--- config.mk ---
export PLATFORM = sky130hd
export DESIGN_NAME = wb_stage
export DESIGN_NICKNAME = d
export VERILOG_FILES = /design/src/rtl/wb_stage_pkg.sv /design/src/rtl/wb_stage_load_align.sv /design/src/rtl/wb_stage.sv
export SDC_FILE = /design/constraint.sdc
export NUM_CORES = 1
export LEC_CHECK = 0
export BUFFER_PORTS_ARGS = -buffer_cell sky130_fd_sc_hd__buf_2
export CAP_MARGIN = 20
export CELL_PAD_IN_SITES_DETAIL_PLACEMENT = 1
export CELL_PAD_IN_SITES_GLOBAL_PLACEMENT = 2
export CORE_MARGIN = 4
export CORE_UTILIZATION = 23
export DETAILED_ROUTE_END_ITERATION = 16
export PLACE_DENSITY = 0.95
export SLEW_MARGIN = 25
export SYNTH_ARGS = -nofsm -noshare
export SYNTH_HDL_FRONTEND = slang
export SYNTH_SLANG_ARGS = --single-unit
--- constraint.sdc ---
create_clock -name CLK -period 2.9 [get_ports CLK]
set_input_delay 0.145 -clock CLK [delete_from_list [all_inputs] [get_ports CLK]]
set_output_delay 0.145 -clock CLK [all_outputs]
set_load 0.005 [all_outputs]
--- src/rtl/wb_stage_pkg.sv ---
`default_nettype none
// ============================================================================
//  Module      : wb_stage_pkg
//  Description : Shared constants for the write-back stage: write-back source
//                selectors, load funct3 encodings and the default datapath
//                width.
//  Revision    : 1.0 - initial release
// ============================================================================
package wb_stage_pkg;

    localparam int XLEN_DEFAULT = 32;

    // Write-back source selector (value 3 is reserved and behaves as ALU)
    localparam logic [1:0] WB_SEL_ALU  = 2'd0;
    localparam logic [1:0] WB_SEL_LOAD = 2'd1;
    localparam logic [1:0] WB_SEL_PC4  = 2'd2;

    // Load funct3 encodings
    localparam logic [2:0] F3_LB  = 3'b000;
    localparam logic [2:0] F3_LH  = 3'b001;
    localparam logic [2:0] F3_LW  = 3'b010;
    localparam logic [2:0] F3_LBU = 3'b100;
    localparam logic [2:0] F3_LHU = 3'b101;

endpackage : wb_stage_pkg
`default_nettype wire

--- src/rtl/wb_stage_load_align.sv ---
`default_nettype none
// ============================================================================
//  Module      : load_align
//  Description : Extracts the addressed byte/halfword from a raw memory word
//                and sign- or zero-extends it to the datapath width.
//                Misaligned halfwords are not trapped: the low offset bit is
//                simply ignored.
//  Revision    : 1.0 - initial release
// ============================================================================
module load_align
    import wb_stage_pkg::*;
#(
    parameter int XLEN = XLEN_DEFAULT
) (
    input  logic [XLEN-1:0] rdata,
    input  logic [1:0]      lo,
    input  logic [2:0]      funct3,
    output logic [XLEN-1:0] aligned
);

    logic [7:0]  byte_sel;
    logic [15:0] half_sel;

    // Pick the addressed lane, then extend according to the load type
    always_comb begin
        byte_sel = rdata[7:0];
        case (lo)
            2'd0:    byte_sel = rdata[7:0];
            2'd1:    byte_sel = rdata[15:8];
            2'd2:    byte_sel = rdata[23:16];
            default: byte_sel = rdata[31:24];
        endcase

        half_sel = lo[1] ? rdata[31:16] : rdata[15:0];

        case (funct3)
            F3_LB:   aligned = {{(XLEN-8){byte_sel[7]}}, byte_sel};
            F3_LBU:  aligned = {{(XLEN-8){1'b0}}, byte_sel};
            F3_LH:   aligned = {{(XLEN-16){half_sel[15]}}, half_sel};
            F3_LHU:  aligned = {{(XLEN-16){1'b0}}, half_sel};
            default: aligned = rdata;   // LW and unknown encodings: full word
        endcase
    end

endmodule : load_align
`default_nettype wire

--- src/rtl/wb_stage.sv ---
`default_nettype none
// ============================================================================
//  Module      : wb_stage
//  Description : MEM/WB pipeline register and write-back logic. Drives the
//                register-file write port (rd/indata/RegWrite), never writes
//                x0, counts retired instructions and bypasses the value being
//                written this cycle to the ID-stage operand reads.
//  Revision    : 1.0 - initial release
// ============================================================================
module wb_stage
    import wb_stage_pkg::*;
#(
    parameter int XLEN  = XLEN_DEFAULT,
    parameter int CNT_W = 32
) (
    input  logic             CLK,
    input  logic             RST_N,
    input  logic             flush,
    input  logic             in_valid,
    input  logic [4:0]       in_rd,
    input  logic             in_RegWrite,
    input  logic [1:0]       in_wb_sel,
    input  logic [XLEN-1:0]  in_alu_result,
    input  logic [XLEN-1:0]  in_mem_rdata,
    input  logic [XLEN-1:0]  in_pc4,
    input  logic [2:0]       in_funct3,
    input  logic [4:0]       id_rs1,
    input  logic [4:0]       id_rs2,
    input  logic [XLEN-1:0]  id_rs1_regval,
    input  logic [XLEN-1:0]  id_rs2_regval,
    output logic [4:0]       rd,
    output logic [XLEN-1:0]  indata,
    output logic             RegWrite,
    output logic             wb_valid,
    output logic [CNT_W-1:0] instret,
    output logic [XLEN-1:0]  id_rs1_value,
    output logic [XLEN-1:0]  id_rs2_value
);

    logic [XLEN-1:0] load_data;
    logic [XLEN-1:0] wb_data;
    logic            live;

    load_align #(
        .XLEN (XLEN)
    ) u_load_align (
        .rdata   (in_mem_rdata),
        .lo      (in_alu_result[1:0]),
        .funct3  (in_funct3),
        .aligned (load_data)
    );

    assign live = in_valid & ~flush;

    // Write-back source select; the reserved encoding falls back to ALU
    always_comb begin
        case (in_wb_sel)
            WB_SEL_LOAD: wb_data = load_data;
            WB_SEL_PC4:  wb_data = in_pc4;
            default:     wb_data = in_alu_result;
        endcase
    end

    // MEM/WB pipeline register and retire counter
    always_ff @(posedge CLK) begin
        if (!RST_N) begin
            wb_valid <= 1'b0;
            RegWrite <= 1'b0;
            rd       <= 5'd0;
            indata   <= '0;
            instret  <= '0;
        end else begin
            // Counts the instruction leaving WB, so it lags wb_valid by one edge
            if (wb_valid) begin
                instret <= instret + CNT_W'(1);
            end
            wb_valid <= live;
            RegWrite <= live & in_RegWrite & (in_rd != 5'd0);
            rd       <= in_rd;
            indata   <= wb_data;
        end
    end

    // ID-stage bypass: the register file would return the pre-write value
    always_comb begin
        if (id_rs1 == 5'd0)
            id_rs1_value = '0;
        else if (RegWrite && (id_rs1 == rd))
            id_rs1_value = indata;
        else
            id_rs1_value = id_rs1_regval;

        if (id_rs2 == 5'd0)
            id_rs2_value = '0;
        else if (RegWrite && (id_rs2 == rd))
            id_rs2_value = indata;
        else
            id_rs2_value = id_rs2_regval;
    end

endmodule : wb_stage
`default_nettype wire
======== Yosys cells after proc, flatten, opt, wreduce, memory -nomap -nowiden ========
Index checks and enable logic that the tools add are counted.
W data, S select, Z words.
word-level totals
  logic and storage cells ................. 34
  bits of input ports ..................... 185
  memories kept ........................... 0
  RAM bits ................................ 0
  latch bits .............................. 0
  memory bits (read-only) ................. 0
  register bits after elaboration ......... 71
operators by class
  equal/unequal tests ..................... 9
  shifts and indexed selects .............. 0
  div/mod/pow operators ................... 0
  add/sub/neg operators ................... 1
  bitwise logic cells ..................... 4
  mux-type cells .......................... 8
  reductions and logical operators ........ 7
  $mul .................................... 0
  $lt $le $gt $ge ......................... 0
operators with widths
  kind                     number
  $mux W32                 4
  $pmux W32 S4             1
  $pmux W32 S2             1
  $add A32 B1 Y32 const B  1
  $pmux W8 S3              1
  $mux W16                 1
  $eq A5 B5 Y1             2
  $logic_not A5 Y1         2
  $eq A3 B3 Y1 const B     2
  $reduce_bool A5 Y1       1
  $eq A2 B1 Y1 const B     2
  $eq A2 B2 Y1 const B     2
  $and A1 B1 Y1            3
  $eq A3 B1 Y1 const B     1
  $logic_not A3 Y1         1
  $logic_and A1 B1 Y1      2
  $logic_not A2 Y1         1
  $not A1 Y1               1

======== Longest topological paths before layout ========
Gate-level depths: netlist of run 1.
  depth in word-level cells ............... 4
  depth in mapped cells ................... 8
  mapped depth without buffers ............ 6

======== Cells and area by module ========
Synthesis of run 1 repeated with hierarchy kept, for this count alone.
second synthesis, totals
  cell total of the unflattened synthesis .. 756
  area, all modules ....................... 5,315.1 um^2
by module, submodules not included
  module      cells an instance  seq. area each (um^2)  instances  area an instance (um^2)
  wb_stage    623                1,421.4                1          4,345.4
  load_align  133                0.0                    1          969.7

======== Least setup slack after synthesis of run 1 ========
OpenSTA, ideal clock, no wires.
  kind .................................... register to register
  from .................................... reg instret[0]
  to ...................................... reg instret[14]
  clock period less this slack ............ 1.616 ns
  arrival ................................. 1.501 ns
  stages on the path, launching flop included .. 7
  data required time ...................... 2.785 ns
  library setup time ...................... 0.115 ns
  path slack .............................. 1.284 ns
  cell sequence ........................... dfxtp_1 > ha_1 > nand3_1 > nor3_1 > nand4_1 > xnor2_1 > and2_1
on the way
  cells in the longest elaborated chain, start to end .. 1
ends and longest elaborated chain
  item                    RTL line        source
  from (decl)             wb_stage.sv:35  output logic [CNT_W-1:0] instret,
  from (signal assigned)  wb_stage.sv:75  instret <= instret + CNT_W'(1);
  $add A32 B1 Y32         wb_stage.sv:75
Every way passes these cells.
A chain may end at the register's enable or synchronous reset.

======== Final worst setup path of run 1 ========
  from .................................... reg rd[2]
  to ...................................... out id_rs1_value[15]
on the way
  cells in the longest elaborated chain, start to end .. 4
ends and longest elaborated chain
  item                    RTL line        source
  from (decl)             wb_stage.sv:31  output logic [4:0] rd,
  from (signal assigned)  wb_stage.sv:79  rd <= in_rd;
  $eq A5 B5 Y1            wb_stage.sv:88  else if (RegWrite && (id_rs1 == rd))
  $logic_and A1 B1 Y1     wb_stage.sv:88
  $mux W32                wb_stage.sv:88
  $mux W32                wb_stage.sv:86  if (id_rs1 == 5'd0)
  to (decl)               wb_stage.sv:36  output logic [XLEN-1:0] id_rs1_value,
Every way passes these cells.

==> results of run 1 <==
[worst register-to-register path, delay by kind of cell, from the launching register on]
family | cells | cell delay (ps)
and+or+nand+nor | 4 | 1060
DFF | 1 | 440
adders and majority gates | 1 | 250
xor gates and xnor gates | 1 | 160
[cell families after synthesis]
family / Yosys count
AND/OR/NAND/NOR: 201
adder cells (fa/ha/maj): 3
buffers and inverters: 50
flip-flops: 71
AO/OA/AOI/OAI: 138
XOR/XNOR: 39
multiplexers: 77
[metal layers]
| layer | track usage (%) | routed length, um | up-vias |
|---|---|---|---|
| met4 | 5.67 | 459 | 4 |
| met2 | 31.1 | 10800 | 212 |
| li1 | - | - | 2646 |
| met1 | 23.8 | 9680 | 2636 |
| met5 | 0 | 27 | - |
| met3 | 3.66 | 1500 | 30 |
[power groups by stage]
stage | Clock, mW | Sequential [mW] | Combinational, mW
floorplan | 0 | 1.08 | 0.251
global placement | 0 | 1.09 | 0.573
detailed placement | 0 | 1.10 | 0.580
CTS | 1.17 | 1.07 | 0.584
global route | 1.21 | 1.08 | 0.640
finish | 1.12 | 1.07 | 0.578
[cell usage after synthesis, drive strengths merged, types with 2 or more instances]
cell and count:
and4 2, and3 5, o21ai 42, nor3 8, and2 34, or4 2, nand2 39, nor4 3
nand3 14, a221oi 8, a21oi 42, nor2 71, o22ai 7, inv 7, xor2 15, a21boi 2
buf 22, or3 2, mux2 2, xnor2 24, nor2b 6, clkbuf 21, ha 3, dfxtp 71
a22oi 24, nand4 13, mux2i 75, a21o 8
[cell type report]
| cell class | count | area (um2) | share of cell area (%) |
|---|---|---|---|
| clock inverter | 6 | 61.3 | 0.896 |
| timing repair buffer | 330 | 1700 | 24.9 |
| clock buffer | 9 | 225 | 3.29 |
| tap | 270 | 338 | 4.94 |
| inverter | 7 | 26.3 | 0.384 |
| antenna | 3 | 7.51 | 0.110 |
| sequential | 71 | 1420 | 20.8 |
| multi-input combinational | 458 | 3060 | 44.7 |
[path summary, 6_finish.rpt]
kind | start | end | slack [ps] | depth (start not counted)
setup / recovery | rd[2]$_SDFF_PN0_ | id_rs1_value[15] | 460 | 7
hold / removal | in_rd[3] | rd[3]$_SDFF_PN0_ | 40 | 2
setup reg to reg | instret[0]$_SDFFE_PN0P_ | instret[14]$_SDFFE_PN0P_ | 870 | 6
hold reg to reg | instret[6]$_SDFFE_PN0P_ | instret[6]$_SDFFE_PN0P_ | 520 | 2
[stage by stage]
step | instances | instance area (um2)
after floorplan | 579 | 4730
after global placement | 1136 | 6550
after detailed placement | 1136 | 6550
after CTS | 1151 | 6830
after global routing | 1153 | 6840
final | 1154 | 6840
[sequential cells by signal (all words and copies together) (netlist names)]
name      cells
indata       32
instret      32
rd            5
RegWrite      1
wb_valid      1
==> run_results.csv, run 1 <==
group,metric,value,unit
status,status,"finished, final reports clean",
critical_path,worstPathArrival,2300,ps
routing,drc_errors,0,
pwr,power_switching,821,uW
routing,finalWirelength,22.5,mm
synthesis,async_flop_share,0,%
pwr,vdd_ir_drop_max,0.228,mV
grt,grt_pass1_vias,5662,
synthesis,synth-compound-area-share,17.9,%
critical_path,worstPathCellList,"xor2_1 -> nor4_1 -> and3_2 -> buf_12 -> mux2i_1 -> nor2_1 -> buf_2",
synthesis,syn_inst,579,
synthesis,synth_top_area_cell,"dfxtp_1",
clock_tree,cts_tree,"done",
grt,antenna_found_initial,4,
routing,routed_via_density,4.79,
synthesis,yosys.area_share.simple,21.9,%
clock_tree,postCtsHoldBufs,0,
clock_tree,insertion_delay,340,ps
die,die_h,151,um
clock_tree,clock-sinks,71,
die,initial_core_util,23.4,%
critical_path,critical_path.top_delay_family,"simple AND/OR/NAND/NOR gates",
clock_tree,cts.path.max_buffers,2,
synthesis,ys_types,46,
timing,finalSetupViolations,0,
critical_path,slowest_delay,470,ps
pwr,power.density,406,nW/um2
timing,min_period,2440,ps
routing,first_iter_violations,228,
synthesis,synth_top_area_share,30.0,%
die,die_x,151,um
final_layout,nets,1065,
synthesis,ys_ff_latch,71,
clock_tree,post-cts-setup-buffers,0,
final_layout,fill_cells,2526,
critical_path,cp-end-kind,"output port",
synthesis,synth-adder-area-share,0.793,%
pwr,p_clk_share,40.5,%
critical_path,critPathLaunchType,"register",
clock_tree,cts_resized,0,
die,core,20200,um2
clock_tree,cts_max_level,3,
die,fp.dieArea,22900,um2
timing,worst_pin_slew,840,ps
critical_path,worstPathBufferInverterCount,2,
timing,timing.slew.headroom,44.0,%
hold_path,hold_class,"primary input to register",
pwr,p_int,1.96,mW
pwr,p_seq_share,38.7,%
synthesis,synth_xor_area_share,7.22,%
run,maxCapViolCount,0,
synthesis,synth_nets,767,
synthesis,synth_top_family_by_area,"simple AND/OR/NAND/NOR gates",
place,dp_slack,788,ps
pwr,power_frac_comb,20.8,%
critical_path,worstPathMaxFanout,23,
synthesis,synth.avg_cell_area,8.17,um2
synthesis,synth_edf_count,0,
routing,wire_per_inst,19.5,um
final_layout,layout-drive-gt1-share,41.1,%
timing,finalSetupTns,0,ps
routing,drt-pass1-iter-count,4,
timing,fin_skew,9.01,ps
timing,slew_viol_final,0,
final_layout,utilization,33.8,%
routing,drtAntennaViolNets,0,
synthesis,syn_area,4730,um2
synthesis,yosysWarnings,0,
grt,grt_usage,18.5,%
final_layout,area_growth,44.5,%
routing,vias,5528,
timing,finalHoldViolations,0,
critical_path,cp_data_required_time,2760,ps
clock_tree,clk_pin_slew_worst_paths,60,ps
final_layout,final_cell_mix,"buf_2 (319), mux2i_1 (75), dfxtp_1 (71)",
place,gp_congestion,0.854,
place,hpwlAfterDp,18.0,mm
critical_path,slowest_stage,"and3_2",
grt,grt_max_degree,46,
clock_tree,root_buffer,"clkbuf_16",
pwr,p_leak,3.24,nW
timing,min_period_over_period,84.3,%
synthesis,synth-main-ff-cell,"dfxtp_1",
timing,rsz0062_at_grt,"no",
timing,setup_ws,455,ps
place,io_buffers,319,
synthesis,synthMuxAreaShare,16.4,%
clock_tree,numCtsBuffers,9,
grt,grt_pass1_wl,32.4,mm
synthesis,seq_area_frac_synth,30.0,%
final_layout,layout.cells.most_common,"buf_2",
die,io_pins,320,
timing,hold_slack,36.3,ps
synthesis,synth_top_cells_by_area,"dfxtp_1 (30%), mux2i_1 (16%), nor2_1 (5.6%)",
critical_path,path_class,"register to output port",
die,rows,52,
timing,fmax,409,MHz
grt,grt_overflow,0,
pwr,power,2.78,mW
pwr,swShare,29.6,%
No activity file was read; power rests on OpenSTA's default activity.
==> run 2, diff against run 1 <==
- CORE_UTILIZATION: 23 -> 19
- PLACE_DENSITY: 0.95 -> 0.85
- clock period: 2.9 -> 2 ns (I/O delays scaled with it)
==> run_results.csv, run 2 (same netlist as run 1, synthesis figures left out) <==
group,metric,value,unit
clock_tree,cts_tree,"done",
routing,first_iter_violations,260,
timing,worst_pin_slew,574,ps
routing,routed_via_density,4.59,
timing,slew_viol_final,0,
place,io_buffers,319,
routing,finalWirelength,25.1,mm
critical_path,reg2reg_depth,6,
pwr,vdd_ir_drop_max,0.259,mV
die,io_pins,320,
place,hpwlAfterDp,19.6,mm
grt,grt_max_degree,28,
die,initial_core_util,19.4,%
grt,grt_overflow,0,
routing,vias,5722,
pwr,power.density,577,nW/um2
grt,grt_pass1_wl,37.0,mm
clock_tree,insertion_delay,340,ps
die,rows,57,
final_layout,layout.cells.most_common,"buf_2",
timing,rsz0062_at_grt,"yes",
die,core,24400,um2
routing,drt-pass1-iter-count,4,
grt,grt_pass1_vias,6191,
status,violations,"setup timing",
pwr,p_leak,3.51,nW
clock_tree,clock-sinks,71,
timing,fmax,462,MHz
timing,setup_ws,-164,ps
routing,wire_per_inst,20.2,um
critical_path,path_class,"register to output port",
critical_path,worstPathMaxFanout,5,
hold_path,hold_class,"primary input to register",
final_layout,utilization,30.9,%
die,die_x,166,um
grt,grt_usage,17.0,%
timing,timing.slew.headroom,61.7,%
clock_tree,root_buffer,"clkbuf_16",
die,fp.dieArea,27500,um2
timing,min_period_over_period,108,%
timing,finalSetupViolations,64,
final_layout,area_growth,59.0,%
timing,finalHoldViolations,0,
grt,antenna_found_initial,4,
final_layout,reg_top3,"indata: 32 flops, instret: 32 flops, rd: 5 flops",
timing,min_period,2160,ps
critical_path,cp_data_required_time,1900,ps
final_layout,layout-drive-gt1-share,44.3,%
clock_tree,clk_pin_slew_worst_paths,70,ps
clock_tree,cts_max_level,3,
hold_path,whs_path_depth,3,
routing,drc_errors,0,
critical_path,cp-end-kind,"output port",
timing,finalSetupTns,-6810,ps
status,status,"complete, but fails checks",
critical_path,worstPathArrival,2060,ps
routing,drtAntennaViolNets,0,
critical_path,critPathLaunchType,"register",
final_layout,final_cell_mix,"buf_2 (319), mux2i_1 (73), dfxtp_1 (68), nor2_1 (68)",
final_layout,nets,1103,
die,die_h,166,um
run,maxCapViolCount,0,
timing,hold_slack,24.7,ps
timing,fin_skew,6.06,ps
clock_tree,cts.path.max_buffers,2,
place,gp_congestion,0.860,
clock_tree,numCtsBuffers,9,
==> run 2: final timing paths <==
kind / startpoint / to / slack [ps]
hold reg to reg: instret[5]$_SDFFE_PN0P_ / instret[5]$_SDFFE_PN0P_ / 560
hold / removal: in_alu_result[5] / indata[5]$_SDFF_PN0_ / 20
setup reg to reg: instret[0]$_SDFFE_PN0P_ / instret[14]$_SDFFE_PN0P_ / 210
setup / recovery: rd[4]$_SDFF_PN0_ / id_rs2_value[11] / -160
==> run 2: metal layers <==
layer | vias up | share of wire, % | track usage [%] | wire (um)
met4 | 2 | 2.2 | 5.56 | 542
met2 | 212 | 47 | 28.3 | 11800
met5 | - | 0.028 | 0 | 7
li1 | 2724 | - | - | -
met3 | 37 | 4.9 | 3.14 | 1230
met1 | 2747 | 46 | 22.2 | 11500
==> run 2: layout make-up <==
type / count / area (um2)
Clock inverter: 5 / 86.3
Fill cell: 3018 / 16900
Timing Repair Buffer: 368 / 2190
Multi-Input combinational cell: 458 / 3130
Sequential cell: 71 / 1430
Inverter: 7 / 26.3
Antenna cell: 2 / 5.00
Clock buffer: 11 / 253
Tap cell: 324 / 405
==> run 2: worst max-delay path: stages, from the launching register on <==
cell and delay, ps:
dfxtp_4 360, xor2_2 150, nor4_2 240, and3_4 300, buf_6 160, buf_12 140
mux2i_1 190, nor2_1 50, buf_2 130
==> run 2: power by group <==
part | internal (mW) | switching [mW] | total, mW
Combinational | 0.431 | 0.469 | 0.900
Sequential | 1.48 | 0.0758 | 1.56
Clock | 1.17 | 0.709 | 1.88
==> run 2: timing repair <==
action | in CTS | in global routing
hold buffers | 5 | 0
gates resized for setup | 12 | 17
cloned | 2 | 4
hold endpoints to repair | 5 | 0
endpoints found under the setup margin | 64 | 68
pin swaps | 0 | 9
setup buffers | 3 | 3
==> run 2: metrics by stage <==
stage,cells,instance area (um2),power [mW],setup WS (ps)
6_report,1246,7520,4.34,-164
5_1_grt,1246,7520,4.59,-296
4_1_cts,1237,7300,4.40,-161
3_5_place_dp,1211,6790,2.46,79.5
3_3_place_gp,1211,6790,2.45,241
2_1_floorplan,579,4730,1.94,384
==> run 3, diff against run 2 <==
- PLACE_DENSITY: 0.85 -> not set
- PLACE_DENSITY_LB_ADDON: not set -> 0.25
==> run_results.csv, run 3 (same netlist as run 1, synthesis figures left out) <==
group,metric,value,unit
status,status,"complete, but fails checks",
status,violations,"setup timing",
final_layout,reg_top3,"indata: 32 flops, instret: 32 flops, rd: 5 flops",
critical_path,reg2reg_depth,7,
place,gp_congestion,0.819,
timing,finalSetupViolations,64,
timing,min_period,2170,ps
final_layout,final_cell_mix,"buf_2 (319), mux2i_1 (69), dfxtp_1 (67), nor2_1 (67)",
place,io_buffers,319,
critical_path,critical_path.top_delay_family,"simple AND/OR/NAND/NOR gates",
clock_tree,cts_max_level,3,
place,dp.cells,1209,
clock_tree,clk_pin_slew_worst_paths,60,ps
timing,worst_pin_slew,599,ps
routing,drtAntennaViolNets,0,
timing,min_period_over_period,108,%
timing,setup_ws,-169,ps
critical_path,slowest_stage,"dfxtp_2",
hold_path,hold_end,"indata[21]$_SDFF_PN0_",
critical_path,worstPathCellList,"xor2_1 -> nor4_1 -> and3_4 -> buf_12 -> clkbuf_16 -> mux2i_1 -> nor2_1 -> buf_2",
timing,fin_skew,11.0,ps
critical_path,cp-end-kind,"output port",
timing,hold_slack,28.9,ps
timing,finalSetupTns,-6480,ps
final_layout,multiInputGateArea,3100,um2
timing,finalHoldViolations,0,
grt,grt_pass1_wl,37.4,mm
run,maxCapViolCount,0,
final_layout,utilization,30.0,%
hold_path,whs_path_depth,3,
critical_path,r2r_setup_slack,270,ps
critical_path,slowest_delay,340,ps
grt,grt_overflow,0,
die,fp.dieArea,27500,um2
routing,first_iter_violations,170,
routing,vias,5605,
routing,finalWirelength,25.3,mm
die,rows,57,
clock_tree,cts_tree,"done",
critical_path,worstPathBufferInverterCount,3,
pwr,p_clk_share,39.3,%
hold_path,hold_class,"primary input to register",
pwr,power,4.06,mW
clock_tree,numCtsBuffers,9,
critical_path,cp_data_required_time,1900,ps
pwr,p_seq_share,38.7,%
pwr,power_frac_comb,22.0,%
grt,grt_pass1_vias,5838,
pwr,p_int,2.78,mW
timing,timing.slew.headroom,60.0,%
final_layout,fill_cells,3017,
pwr,p_leak,3.43,nW
place,dp_slack,115,ps
critical_path,worstPathArrival,2070,ps
critical_path,critPathLaunchType,"register",
clock_tree,cts.path.max_buffers,2,
clock_tree,root_buffer,"clkbuf_16",
final_layout,seqCellArea,1430,um2
critical_path,worstPathMaxFanout,6,
hold_path,hold_start,"in_alu_result[21]",
pwr,swShare,31.5,%
place,dpl_cell_area,6800,um2
routing,routed_via_density,4.52,
final_layout,instances_no_fill,1239,
die,die_h,166,um
die,core,24400,um2
grt,antenna_found_initial,3,
pwr,power.density,556,nW/um2
clock_tree,clock-sinks,71,
final_layout,nets,1095,
timing,rsz0062_at_grt,"yes",
final_layout,layout-drive-gt1-share,43.8,%
place,hpwlAfterDp,20.5,mm
timing,slew_viol_final,0,
routing,wire_per_inst,20.4,um
pwr,vdd_ir_drop_max,0.347,mV
routing,drt-pass1-iter-count,4,
final_layout,postLayoutCellArea,7310,um2
die,die_x,166,um
die,initial_core_util,19.4,%
final_layout,area_growth,54.5,%
timing,fmax,461,MHz
clock_tree,insertion_delay,350,ps
pwr,power_switching,1.28,mW
grt,grt_max_degree,40,
critical_path,r2r_start,"instret[0]$_SDFFE_PN0P_",
final_layout,layout.cells.most_common,"buf_2",
grt,grt_usage,17.5,%
critical_path,path_class,"register to output port",
die,io_pins,320,
critical_path,r2r_end,"instret[14]$_SDFFE_PN0P_",
routing,drc_errors,0,
run 3: changes by cell type in the layout (fill, tap and decap cells not counted), moves of 2 or more:
cell        before  now
mux2i_1         73   69
dfxtp_4          2    0
clkinvlp_4       0    2
xor2_2           4    0
clkbuf_16       12   10
bufinv_16        2    0
buf_4           28   23
clkbuf_8         2    0
xor2_1          11   15
mux2i_2          1    6
buf_16           2    0
dfxtp_2          1    4
run 3: worst max path at each step:
stage / from / end / slack, ps / depth (start not counted)
floorplan: instret[0]$_SDFFE_PN0P_ / instret[14]$_SDFFE_PN0P_ / 380 / 6
global placement: rd[2]$_SDFF_PN0_ / id_rs1_value[17] / 130 / 7
detailed placement: rd[2]$_SDFF_PN0_ / id_rs1_value[17] / 110 / 7
CTS: rd[3]$_SDFF_PN0_ / id_rs1_value[18] / -240 / 8
global route: rd[3]$_SDFF_PN0_ / id_rs2_value[5] / -280 / 8
finish: rd[4]$_SDFF_PN0_ / id_rs2_value[11] / -170 / 8
run 3: cell type report:
type                    instances  share of cell area [%]
clock buffers                   9                    3.08
flip-flops and latches         71                    19.5
inverters                       7                   0.359
repair buffers                360                    28.2
clock inverters                 7                   0.838
diodes                          3                   0.103
multi-input cells             458                    42.3
well taps                     324                    5.54
run 3: what timing repair did:
item / 4_1_cts / 5_1_grt
endpoints found under the setup margin: 64 / 64
hold buffers: 6 / 0
pin swaps: 4 / 3
buffers inserted: 2 / 1
hold endpoints to repair: 6 / 0
cloned: 1 / 2
resized for setup: 11 / 13
run 3: power by group through the flow:
stage | clock (mW) | sequential, mW | combinational [mW]
3_3_place_gp | 0 | 1.60 | 0.886
6_report | 1.60 | 1.57 | 0.895
2_1_floorplan | 0 | 1.57 | 0.364
5_1_grt | 1.71 | 1.58 | 0.991
3_5_place_dp | 0 | 1.60 | 0.887
4_1_cts | 1.65 | 1.57 | 0.903
run 3: tightest hold or removal path: stages:
cell     delay [ps]
buf_2            70
o21ai_0          60
a21oi_1         100
run 3: metal layers:
layer | track usage [%] | share of wire, % | up-vias
met5 | 0 | 0 | -
li1 | - | - | 2706
met1 | 22.1 | 44 | 2677
met4 | 4.30 | 1.5 | 0
met3 | 3.98 | 5.2 | 24
met2 | 30.4 | 50 | 198
